### src/rtl/apb_mem_slave.sv
// APB3 completer backed by a byte-wide register file with WAIT_CYCLES wait states.
// Optional error response is enabled with the APB_SLV_ERR_EN macro.
module apb_mem_slave #(
  parameter int AW          = 9,
  parameter int DW          = 8,
  parameter int DEPTH       = 256,
  parameter int WAIT_CYCLES = 0
) (
  input  logic          PCLK,
  input  logic          PRESETn,
  input  logic          PSEL,
  input  logic          PENABLE,
  input  logic          PWRITE,
  input  logic [AW-1:0] PADDR,
  input  logic [DW-1:0] PWDATA,
  output logic [DW-1:0] PRDATA,
  output logic          PREADY,
  output logic          PSLVERR
);

  localparam int IW = (DEPTH > 1) ? $clog2(DEPTH) : 1;

  typedef enum logic {IDLE, ACCESS} state_t;

  state_t        state_q, state_d;
  logic [3:0]    wcnt_q;
  logic [IW-1:0] idx_q;
  logic          wr_q;
  logic [DW-1:0] wdata_q;
  logic          err_q;
  logic          setup, complete;
  logic          addr_err;
  logic [DW-1:0] mem [DEPTH];

  // The top address bit selects between slaves upstream and carries no meaning here.
  logic unused_decode_bit;
  assign unused_decode_bit = PADDR[AW-1];

  assign addr_err = int'(PADDR[AW-2:0]) >= DEPTH;

  // NOTE: every output of this block gets a default first, so no path can infer a latch.
  always_comb begin
    state_d  = state_q;
    setup    = 1'b0;
    complete = 1'b0;
    unique case (state_q)
      IDLE: begin
        if (PSEL && !PENABLE) begin
          state_d = ACCESS;
          setup   = 1'b1;
        end
      end
      ACCESS: begin
        if (!PSEL || !PENABLE) begin
          state_d = IDLE;
        end else if (wcnt_q == 4'd0) begin
          state_d  = IDLE;
          complete = 1'b1;
        end
      end
      default: state_d = IDLE;
    endcase
  end

  // NOTE: registered state uses non-blocking assignments so all flops update together at the edge.
  always_ff @(posedge PCLK) begin
    if (!PRESETn) begin
      state_q <= IDLE;
      wcnt_q  <= 4'd0;
      PRDATA  <= '0;
      err_q   <= 1'b0;
    end else begin
      state_q <= state_d;
      if (setup) begin
        wcnt_q <= 4'(WAIT_CYCLES);
        err_q  <= addr_err;
        PRDATA <= (PWRITE || addr_err) ? '0 : mem[PADDR[IW-1:0]];
      end else if (state_q == ACCESS && wcnt_q != 4'd0) begin
        wcnt_q <= wcnt_q - 4'd1;
      end
    end
  end

  // Transfer fields are captured once at setup; bus changes during ACCESS are ignored.
  always_ff @(posedge PCLK) begin
    if (setup) begin
      idx_q   <= PADDR[IW-1:0];
      wr_q    <= PWRITE;
      wdata_q <= PWDATA;
    end
  end

  // NOTE: the register file has no reset; only the commit is gated so a reset discards a pending write.
  always_ff @(posedge PCLK) begin
    if (PRESETn && complete && wr_q && !err_q) begin
      mem[idx_q] <= wdata_q;
    end
  end

  assign PREADY = (state_q == ACCESS) && (wcnt_q == 4'd0);

`ifdef APB_SLV_ERR_EN
  assign PSLVERR = PREADY && err_q;
`else
  assign PSLVERR = 1'b0;
`endif

endmodule

### config.mk
export PLATFORM = sky130hd
export DESIGN_NAME = apb_mem_slave
export DESIGN_NICKNAME = d
export VERILOG_FILES = /design/src/rtl/apb_mem_slave.sv
export SDC_FILE = /design/constraint.sdc
export NUM_CORES = 2
export LEC_CHECK = 0
export CAP_MARGIN = 10
export CORE_MARGIN = 3
export CORE_UTILIZATION = 55
export DETAILED_ROUTE_END_ITERATION = 6
export PLACE_DENSITY_LB_ADDON = 0.1
export SYNTH_ARGS = -nofsm -noshare
export SYNTH_HDL_FRONTEND = slang
export SYNTH_SLANG_ARGS = --single-unit
### constraint.sdc
create_clock -name PCLK -period 8.9 [get_ports PCLK]
set_input_delay 1.78 -clock PCLK [delete_from_list [all_inputs] [get_ports PCLK]]
set_output_delay 1.78 -clock PCLK [all_outputs]
set_load 0.05 [all_outputs]
Word-level counts from Yosys, hierarchy flattened. Memories as Yosys holds them, arrays and structs flattened. Index checks and enable logic that the tools add are counted.

Register bits after elaboration: 30. Memory bits (writable): 2048. Bits of input ports: 22. Output and inout port bits: 10. Memories: 1.

Memories: mem (words 256, bits a word 8, rd ports 1, clocked after Yosys merged registers in 0, write ports 1, RTL line 33) `logic [DW-1:0] mem [DEPTH];`.

Add/sub/neg operators: 1. Mux-type cells: 11. Bitwise logic cells: 2. Reduce and logical (&&, ||, !) cells: 11.

Operator list (number): 1-bit 2-to-1 mux (9); 8-bit 2-to-1 mux (1); 1-bit logical AND (5); 4-bit zero test (1); 4-bit nonzero test (1); 4-bit by 1-bit subtractor with 4-bit output (second input constant) (1); 1-bit zero test (2); 1-bit inverter (2); 1-bit one-hot mux with 2 select lines (1); 2-bit OR reduction (1); 1-bit logical OR (1).

Logic depth before layout (Yosys ltp).
Depth in word-level cells: 8. Mapped depth: 12.

Least setup slack after synthesis. Ideal clock, no wire load.

Kind: input to register. From: input port PENABLE. To: register PRDATA[0]. Library setup time: 62 ps. Arrival: 4876 ps. Data required time: 8838 ps. Slack: 3962 ps. Stages on the path: 6. Path buffers: 0. Path through: nor3b_1 > nand3b_1 > or3_1 > a2111o_1 > a2111oi_2 > a32o_1.

Word-level cells in the longest chain between the ends: 4.

RTL lines: start: declaration (RTL line 12) `input logic PENABLE,`; 1-bit zero test (RTL line 48) `if (PSEL && !PENABLE) begin`; 1-bit logical AND (RTL line 48); 1-bit 2-to-1 mux (RTL line 48); 1-bit 2-to-1 mux (RTL line 46) `unique case (state_q)`; end signal: assignment (RTL line 77) `PRDATA <= (PWRITE || addr_err) ? '0 : mem[PADDR[IW-1:0]];`; end: declaration (RTL line 16) `output logic [DW-1:0] PRDATA,`.

Every way passes these cells. A chain may end at the register's enable or synchronous reset.

Worst setup path in the final report.
From: input port PADDR[3]. To: register PRDATA[4].

Word-level cells in the longest chain between the ends: 2.

RTL lines: start: declaration (RTL line 14) `input logic [AW-1:0] PADDR,`; memory read 256 x 8 bit; 8-bit 2-to-1 mux (RTL line 77).

Every way passes these cells.

==> impl_metrics.env <==
export IMPL_intPower_mw=15.7
export IMPL_overflow=0
export IMPL_critPathKind="input pin to flip-flop"
export IMPL_syn_to_final_growth_pct=10.4
export IMPL_grt_pass1_vias=39961
export IMPL_first_iter_violations=4707
export IMPL_crit_slowest_cell="a2111oi_0"
export IMPL_numPortBuffers=29
export IMPL_pwr_share_clk_pct=41.4
export IMPL_finalSetupViolCount=0
export IMPL_fmax_mhz=200
export IMPL_holdWs_ns=0.526
export IMPL_synth_mux_area_share_pct=14.7
export IMPL_seqPwrFrac_pct=54.0
export IMPL_worst_pin_slew_ns=1.26
export IMPL_min_period_ns=5.01
export IMPL_crit_top_cell="buf_4"
export IMPL_cts_hold_buf=0
export IMPL_avgSynthCellArea_um2=20.2
export IMPL_placed_cell_area_um2=83200
export IMPL_track_usage_pct=27.0
export IMPL_cts_sinks=2078
export IMPL_final_common_cell="edfxtp_1"
export IMPL_die_y_um=390
export IMPL_seq_area_frac_synth_pct=76.8
export IMPL_synth_nets=4032
export IMPL_path_clk_slew_ns=0.06
export IMPL_yosysWarnings=0
export IMPL_max_slew_margin_pct=15.9
export IMPL_crit_path_max_fanout=33
export IMPL_synthArstFlopShare_pct=0
export IMPL_netSwitchingFraction_pct=21.2
export IMPL_vias=40276
export IMPL_fp_dieW_um=390
export IMPL_start_util_pct=55.5
export IMPL_synth_area_um2=81100
export IMPL_skew_ns=0.0368
export IMPL_post_place_ws_ns=3.32
export IMPL_fin_cells=6175
export IMPL_gp_congestion=0.828
export IMPL_clk_latency_ns=0.83
export IMPL_htree_levels=4
export IMPL_cp_required_ns=9.61
export IMPL_vdd_ir_drop_max_mv=0.169
export IMPL_synthFlopType="edfxtp_1"
export IMPL_first_pass_iters=5
export IMPL_cts_buffers=204
export IMPL_final_area_um2=89500
export IMPL_synth_xor_area_share_pct=0.0324
export IMPL_antenna_found_initial=9
export IMPL_ys_ff_latch=2078
export IMPL_final_cell_mix="2,065 x edfxtp_1, 381 x mux4_2, 324 x mux2i_1, 309 x nor2_1, 206 x clkbuf_16"
export IMPL_routed_via_density=6.52
export IMPL_synth_top_family_by_area="multiplexers"
export IMPL_dp_hpwl_um=118000
export IMPL_n_fill_cell=10360
export IMPL_finalMaxSlewViolations=0
export IMPL_fp_row_count=140
export IMPL_leakage_nw=28.0
export IMPL_drive_gt1_share_pct=18.5
export IMPL_wl_per_cell_um=32.8
export IMPL_post_route_util_pct=61.3
export IMPL_synthDistinctLibCells=69
export IMPL_design_core_area_um2=146000
export IMPL_drtAntennaViolNets=0
export IMPL_synth_compound_gate_area_share_pct=3.70
export IMPL_synth_simple_area_share_pct=2.85
export IMPL_power_mw=19.9
export IMPL_drcViolationCount=0
export IMPL_drv_cap=0
export IMPL_cts_tree="done"
export IMPL_synth_fa_ha_area_share_pct=0.0308
export IMPL_num_io_pins=32
export IMPL_period_share_pct=56.3
export IMPL_clockRootBuffer="clkbuf_16"
export IMPL_rsz0062_at_grt="false"
export IMPL_post_cts_repair_setup_buffers=0
export IMPL_setup_tns_ns=0
export IMPL_cp_end_kind="flip-flop"
export IMPL_synth_edf_count=2065
export IMPL_max_stage_delay_ns=0.99
export IMPL_grt_max_degree=185
export IMPL_hold_viol_final=0
export IMPL_clock_path_buffers=3
export IMPL_die_area_um2=152000
export IMPL_arrival_ns=5.72
export IMPL_drt_wl_total_um=203000
export IMPL_crit_chain="buf_4 -> buf_4 -> buf_4 -> nand4_1 -> a2111oi_0 -> a211oi_1 -> nand4_1 -> nor4_1 -> a32o_1"
export IMPL_dp_cells=5797
export IMPL_syn_inst=4008
export IMPL_startpoint_type="input pin"
export IMPL_min_path_type="flip-flop to flip-flop"
export IMPL_final_nets=4110
export IMPL_status="complete, no violations"
export IMPL_worst_slack_ns=3.89
export IMPL_power_switching_mw=4.21
export IMPL_power_density_nw_per_um2=222
export IMPL_ctsResizeCount=0
export IMPL_pwr_share_comb_pct=4.5
export IMPL_grt_first_pass_wirelength_um=292000
registers in the layout, indices dropped and copies added, names as in the netlist:
register,flops
mem,2048
PRDATA,8
idx_q,8
wdata_q,8
wcnt_q,4
state_q,1
wr_q,1
worst paths after layout:
kind	depth (start not counted)	slack, ns	endpoint	start
setup / recovery	9	3.89	PRDATA[4]	PADDR[3]
hold / removal	2	0.53	wcnt_q[1]	wcnt_q[1]
setup reg to reg	8	4.44	mem[252][5]	wcnt_q[0]
hold reg to reg	2	0.53	wcnt_q[1]	wcnt_q[1]
logic make-up after synthesis:
group / count (synthesis)
compound gates: 426
xor+xnor: 3
fa+ha+maj: 2
buf+inv: 248
flops: 2078
mux: 714
other cells: 1
simple gates: 536
cell usage after synthesis (42+ instances only):
master	instances	area (um^2)
buf_2	42	210
o21ai_0	51	255
nor3_1	44	220
o22ai_1	68	425
edfxtp_1	2065	62000
mux4_2	381	8580
a21oi_1	90	450
clkbuf_1	101	379
nand2_1	88	330
o221ai_1	127	1110
nor2_1	309	1160
mux2i_1	324	3240
area by class of cell:
cell class,count,area (um^2),area share [%]
clock buffers,267,5450,6.09
inverters,10,43.8,0.0489
diodes,3,7.51,0.00839
multi-input cells,1682,17400,19.4
well taps,1917,2400,2.68
clock inverters,108,887,0.991
flip-flops and latches,2078,62300,69.6
repair buffers,110,1100,1.23
metal layers:
metal / up-vias / share of wire (%) / routed length [um] / global-route usage, %
li1: 16851 / - / - / -
met1: 21237 / 42 / 84900 / 40.7
met2: 1871 / 46 / 92700 / 39.9
met3: 315 / 9.1 / 18400 / 5.59
met4: 2 / 3.3 / 6740 / 9.00
met5: - / 0.0044 / 9 / 0
power by group through the flow:
stage	logic, mW	clock network (mW)	registers, mW
after floorplan	0.518	0	11.0
after global placement	0.891	0	10.9
after detailed placement	0.902	0	10.9
final	0.902	8.23	10.7
after CTS	0.904	8.34	10.7
after global routing	0.948	8.73	10.7
worst max-delay path: cells and delay by family:
family                 cells  cell delay [ns]
buffers and inverters      3             1.38
AND/OR/NAND/NOR            3             0.94
AO/OA/AOI/OAI              3             1.47
Note: power is estimated with default switching activity, not from simulation.
